--- src/rtl/cfg_col_loader.sv ---
// rtl/cfg_col_loader.sv - per-column configuration deserializer feeding MY tile shift chains.
// Optional CFG_COL_PARITY_EN adds a trailing parity bit that gates the commit pulse.
`timescale 1ns/1ps
module cfg_col_loader #(
    parameter int TILE_CFG_SIZE = 256,
    parameter int MY            = 4,
    parameter int COL_ID        = 0
) (
    input  logic          wb_clk_i,
    input  logic          wb_rst_ni,
    input  logic [3:0]    col_sel,
    input  logic          cfg_in_start,
    input  logic          cfg_bit_in,
    input  logic          cfg_bit_in_valid,
    output logic          cfg_bit_o,
    output logic [MY-1:0] cfg_shift_o,
    output logic          cfg_commit_o,
    output logic          cfg_busy_o,
    output logic          cfg_done_o,
    output logic          cfg_ovf_o,
    output logic          cfg_err_o
);

    localparam int BW = $clog2(TILE_CFG_SIZE);
    localparam int TW = (MY > 1) ? $clog2(MY) : 1;

    typedef enum logic [1:0] {
        S_IDLE   = 2'd0,
        S_LOAD   = 2'd1,
        S_PARITY = 2'd2,
        S_COMMIT = 2'd3
    } state_t;

    state_t        state;
    state_t        state_nxt;
    logic [BW-1:0] bit_cnt;
    logic [TW-1:0] tile_cnt;
    logic          sel;
    logic          start;
    logic          bit_v;
    logic          last_bit;
    logic          accept;
    logic          ovf_hit;
    logic          commit_q;

    assign sel      = (col_sel == 4'(COL_ID));
    assign start    = sel & cfg_in_start;
    // A valid that coincides with a start is dropped.
    assign bit_v    = sel & cfg_bit_in_valid & ~cfg_in_start;
    assign last_bit = (bit_cnt == BW'(TILE_CFG_SIZE - 1)) && (tile_cnt == TW'(MY - 1));

    always_ff @(posedge wb_clk_i or negedge wb_rst_ni) begin
        if (!wb_rst_ni) begin
            state <= S_IDLE;
        end else begin
            state <= state_nxt;
        end
    end

    always_comb begin
        state_nxt = state;
        if (start) begin
            state_nxt = S_LOAD;
        end else begin
            case (state)
                S_IDLE:   state_nxt = S_IDLE;
                S_LOAD: begin
                    if (accept && last_bit) begin
`ifdef CFG_COL_PARITY_EN
                        state_nxt = S_PARITY;
`else
                        state_nxt = S_COMMIT;
`endif
                    end
                end
                S_PARITY: if (bit_v) state_nxt = S_COMMIT;
                S_COMMIT: state_nxt = S_IDLE;
                default:  state_nxt = S_IDLE;
            endcase
        end
    end

    always_comb begin
        accept      = bit_v && (state == S_LOAD);
        ovf_hit     = bit_v && ((state == S_IDLE) || (state == S_COMMIT));
        cfg_busy_o  = (state != S_IDLE);
    end

    always_ff @(posedge wb_clk_i or negedge wb_rst_ni) begin
        if (!wb_rst_ni) begin
            bit_cnt     <= '0;
            tile_cnt    <= '0;
            cfg_bit_o   <= 1'b0;
            cfg_shift_o <= '0;
            commit_q    <= 1'b0;
            cfg_done_o  <= 1'b0;
            cfg_ovf_o   <= 1'b0;
        end else begin
            cfg_shift_o <= '0;
            commit_q    <= 1'b0;
            if (start) begin
                bit_cnt    <= '0;
                tile_cnt   <= '0;
                cfg_done_o <= 1'b0;
                cfg_ovf_o  <= 1'b0;
            end else begin
                // commit_q trails the COMMIT state by one edge so it never overlaps the last shift.
                commit_q <= (state == S_COMMIT);
                if (commit_q) begin
                    cfg_done_o <= 1'b1;
                end
                if (ovf_hit) begin
                    cfg_ovf_o <= 1'b1;
                end
                if (accept) begin
                    cfg_bit_o   <= cfg_bit_in;
                    cfg_shift_o <= MY'(1) << tile_cnt;
                    if (bit_cnt == BW'(TILE_CFG_SIZE - 1)) begin
                        bit_cnt  <= '0;
                        tile_cnt <= tile_cnt + TW'(1);
                    end else begin
                        bit_cnt <= bit_cnt + BW'(1);
                    end
                end
            end
        end
    end

`ifdef CFG_COL_PARITY_EN
    logic par_acc;
    logic err_q;
    logic par_take;

    assign par_take = bit_v && (state == S_PARITY);

    always_ff @(posedge wb_clk_i or negedge wb_rst_ni) begin
        if (!wb_rst_ni) begin
            par_acc <= 1'b0;
            err_q   <= 1'b0;
        end else if (start) begin
            par_acc <= 1'b0;
            err_q   <= 1'b0;
        end else begin
            if (accept) begin
                par_acc <= par_acc ^ cfg_bit_in;
            end
            if (par_take && (par_acc != cfg_bit_in)) begin
                err_q <= 1'b1;
            end
        end
    end

    // The COMMIT state is still visited on error so done is reported; only the pulse is masked.
    assign cfg_err_o    = err_q;
    assign cfg_commit_o = commit_q & ~err_q;
`else
    assign cfg_err_o    = 1'b0;
    assign cfg_commit_o = commit_q;
`endif

endmodule

--- config.mk ---
export PLATFORM = sky130hd
export DESIGN_NAME = cfg_col_loader
export DESIGN_NICKNAME = d
export VERILOG_FILES = /design/src/rtl/cfg_col_loader.sv
export SDC_FILE = /design/constraint.sdc
export NUM_CORES = 1
export LEC_CHECK = 0
export BUFFER_PORTS_ARGS = -buffer_cell sky130_fd_sc_hd__buf_2
export CAP_MARGIN = 20
export CORE_UTILIZATION = 29
export CTS_CLUSTER_DIAMETER = 100
export DETAILED_ROUTE_END_ITERATION = 8
export SYNTH_ARGS = -nofsm -noshare
export SYNTH_HDL_FRONTEND = slang
export SYNTH_SLANG_ARGS = --single-unit
--- constraint.sdc ---
create_clock -name wb_clk_i -period 2.33 [get_ports wb_clk_i]
set_input_delay 0.466 -clock wb_clk_i [delete_from_list [all_inputs] [get_ports wb_clk_i]]
set_output_delay 0.466 -clock wb_clk_i [all_outputs]
set_load 0.05 [all_outputs]
======== After elaboration in Yosys (flattened, before gate mapping) ========
Cells that the tools add are included.
word-level totals
  input bits .............................. 9
  flip-flop bits (word level) ............. 20
operators by class
  mux-type cells .......................... 17
  equality and inequality tests ........... 7
  reductions and logical operators ........ 16
  $add $sub $neg .......................... 2
  shift-type cells ........................ 1
  bitwise logic cells ..................... 5
operators with widths
  cell                                                 number
  two-way mux 8 bit                                    3
  two-way mux 2 bit                                    6
  nonzero test 2 bit                                   5
  adder 8 x 1 -> 8 bit, second input constant          1
  equality test 8 bit, second input constant           1
  two-way mux 4 bit                                    2
  equality test 2 bit, second input constant           3
  inequality test 3 bit, second input constant         2
  one-hot mux 2 bit (3 select lines)                   1
  AND reduction 2 bit                                  3
  two-way mux 1 bit                                    5
  logical AND 1 bit                                    4
  zero test 4 bit                                      1
  << shifter 1 x 2 -> 4 bit, first input constant      1
  bitwise AND 1 bit                                    3
  adder 2 x 1 -> 2 bit, second input constant          1
  equality test 2 x 1 -> 1 bit, second input constant  1
  zero test 2 bit                                      1
  inverter 1 bit                                       2
  OR reduction 2 bit                                   1
  logical OR 1 bit                                     1

======== Longest topological paths before layout ========
  depth in word-level cells ............... 8
  mapped depth ............................ 7
  mapped depth without buffers ............ 6

======== Worst setup path before layout ========
No wires, ideal clock.
  kind .................................... input -> register
  start ................................... input col_sel[1]
  end ..................................... register state[1]
  path slack .............................. 361 ps
  arrival ................................. 1895 ps
  buffers on the path ..................... 0
  cell stages on the path ................. 4
  cells stage by stage .................... or4_4 -> or4_4 -> a21bo_1 -> a21oi_2
between the ends
  longest elaborated chain between the ends .. 7
  elaborated cells between the ends (all ways) .. 10
  classes of those cells .................. eq/ne (2); mux (1); bitwise (3); reduce/logical (4)
ends and longest elaborated chain
  what                                    line  RTL
  start, declared                         11    input logic [3:0] col_sel,
  zero test 4 bit *                       46    assign sel = (col_sel == 4'(COL_ID));
  bitwise AND 1 bit (2 in series)         49    assign bit_v = sel & cfg_bit_in_valid & ~cfg_in_start;
  logical AND 1 bit                       84    accept = bit_v && (state == S_LOAD);
  logical AND 1 bit                       68    if (accept && last_bit) begin
  inequality test 3 bit (no source line)  n/a
  AND reduction 2 bit (no source line)    n/a
  end signal, assigned                    56    state <= state_nxt;
  end, declared                           34    state_t state;
Every way passes the cells marked *; elsewhere a longest branch is shown, timed or not.
A chain may end at the register's enable or synchronous reset.

======== Worst setup path after layout ========
Same ends and word-level chain as after synthesis.

==> metrics.txt <==
crit start category=primary input; setup_tns=0 ps; Die Ht=63.5 microns; fin util=0.380; Rows=21; CP max FO=5; syn nets=133; endpoints failing setup=0; pin count of the biggest net entering global routing=21; placed wire-length estimate=1670 microns; vias in the first global route=878; slowest cell delay on critical path=560 ps; power per cell area=884 nW/um^2; total gr overflow=0; via density per instance=4.85; Antenna Nets Post-Route=0; R2R Setup Slk=470 ps; Die Width=63.5 microns; top post-synthesis cells by area=dfrtp_1 46%, ha_1 10%, nand3_1 4.6%; Hold Buf Count CTS=0; RSZ-0062 raised after global routing=no; Peak Freq=0.536 GHz; Unique masters post-synth=33; vias=877; fin. max-slew vios=0; layout net count=154; EDFF count, synth=0; cells along the critical path=buf_2, or4_4, or4_4, a21bo_1, a21oi_2; Iter 0 DRT Violations=49; wire per inst=12.2 microns; worst min path class=in -> async; maximum vdd drop=234 uV; Yosys top cell area share=0.456; DR pass1 iterations=4; reg-to-reg endpoint=bit_cnt[5]$_DFFE_PN0P_; Worst-path clk slew=80 ps; P_int=0.747 mW; Root Driver=clkbuf_8; GPL Wtd Cong=0.886; Main synth FF type=dfrtp_1; launch point of the worst path=col_sel[1]; Worst-Skew Late Latency=260 ps; Starting Density=0.317; placed instance count=177; sw frac=0.358; biggest area consumer among synthesized cells=dfrtp_1; H-Tree Level Count=1; asr flop ratio synth=1.00; Mapped Avg Cell Area=9.55 sq um; post-layout min period=1870 ps; clock skew=7.32 ps; outcome=finished, final reports clean; switching power=0.417 mW; io pins=19; WP data arrival=2060 ps; TritonCTS clock tree=built; RR Startpoint=state[1]$_DFFE_PN0P_; layout cell share with drive strength beyond 1=0.222; Post-route DRC=0; Static Leakage=0.618 nW; Tcrit/Tclk final=0.801; PortBufs=17; post-CTS setup buffers=0; Max Root-Sink Buffers=2; Synth Register Bits=20; Crit-path slowest cell=or4_4; clock buffer count from CTS=3; fin cells=181; worst r2r path cells=6; Max Cap Viol=0; register area share after synthesis=0.456; Power Total=1.16 mW; antenna violations before repair=0; CP delay by family, top=simple AND/OR/NAND/NOR gates; Seq pwr share=0.371; Synth Cell Area=1100 sq um; clock network fraction of total power=0.303; most frequent cell on the critical path=or4_4; Area Overhead vs Synth=19.8%; buffers plus inverters on the worst setup path=1; Total GRT Usage=0.122; ant diodes=0; combinational fraction of design power=0.326; Total Wirelength=2220 microns; Yosys warning count=0; Die ar.=4040 sq um; cell count after synthesis=115; CP Capture Type=register; Critical Path RT=2530 ps; first-pass GRT wire length=3740 microns; TritonCTS Sinks=20; CP Class=in -> reg; CORE AREA=3470 sq um; Resized cells post-CTS=0; endpoints failing hold=0
## sequential cells by signal, indices dropped and copies added, names as in the netlist
name,count
bit_cnt,8
cfg_ovf_o,1
cfg_shift_o,4
tile_cnt,2
cfg_bit_o,1
cfg_commit_o,1
state,2
cfg_done_o,1
## routing by layer
| metal | wire (microns) | GRT usage | vias to the layer above |
|---|---|---|---|
| met3 | 111 | 0.0435 | 4 |
| met2 | 1100 | 0.215 | 17 |
| met4 | 18 | 0.0398 | 0 |
| met1 | 990 | 0.133 | 416 |
| met5 | 0 | 0 | - |
| li1 | - | - | 440 |
## cell usage in the layout, fill, tap and decap left out, types with 2 or more instances in the layout
cell type,instances
nand3b_1,2
clkbuf_8,3
nor4_1,2
xnor2_1,2
dfrtp_1,20
and3_1,4
nand3_1,10
or4_4,2
buf_2,17
nand4_1,3
buf_4,3
nor2_1,10
a21oi_1,8
and2_1,2
ha_1,9
o21ai_0,3
inv_1,6
nand2_1,12
or2_2,2
## cell usage after synthesis (2+ instances only)
cell	number
dfrtp_1	20
nand2_1	12
nand3_1	10
nor2_1	10
ha_1	9
a21oi_1	8
inv_1	6
and3_1	4
nand4_1	3
o21ai_0	3
and2_1	2
clkbuf_1	2
nand3b_1	2
nor4_1	2
or2_2	2
or4_4	2
xnor2_1	2
## worst reg2reg max path, stage by stage (launching register included)
cell and delay (ps):
dfrtp_1 420, inv_1 90, ha_1 200, and3b_1 280, nand2_1 120, or4_1 550
o22ai_1 140
## through the flow
stage | cell area [sq um] | worst slack [ps] | hold slack, ps
after CTS | 1320 | 451 | 149
after global placement | 1240 | 216 | 433
after detailed placement | 1240 | 185 | 433
final | 1320 | 465 | 130
after floorplan | 1100 | 361 | 170
after global routing | 1320 | 325 | 167
## cell type report
type	count	area, sq um
tap	46	57.6
clock inverter	1	30.0
timing repair buffer	20	108
multi-input combinational	85	557
sequential	20	500
fill	367	2150
inverter	6	22.5
clock buffer	3	41.3
## power groups by stage
| stage | registers [mW] | clock network, mW | logic (mW) |
|---|---|---|---|
| global placement | 0.438 | 0 | 0.373 |
| global route | 0.438 | 0.373 | 0.422 |
| CTS | 0.433 | 0.355 | 0.385 |
| finish | 0.432 | 0.352 | 0.379 |
| floorplan | 0.523 | 0 | 0.206 |
| detailed placement | 0.441 | 0 | 0.383 |
## how the worst max path moves through the flow
stage                     slack (ps)                endpoint  depth (start not counted)
final                            460    state[1]$_DFFE_PN0P_                          5
after global routing             320  bit_cnt[5]$_DFFE_PN0P_                          6
after CTS                        450  bit_cnt[5]$_DFFE_PN0P_                          6
after detailed placement         180    state[1]$_DFFE_PN0P_                          5
after global placement           220    state[1]$_DFFE_PN0P_                          5
after floorplan                  360    state[1]$_DFFE_PN0P_                          4
## cells by family after synthesis
kind of cell / after synthesis / share of synthesized area
compound gates: 17 / 0.0957
xor+xnor: 3 / 0.0239
fa+ha+maj: 9 / 0.103
buf+inv: 10 / 0.0376
flops: 20 / 0.456
other cells: 1 / 0.00341
simple gates: 55 / 0.281
Note: power is estimated with default switching activity, not from simulation.
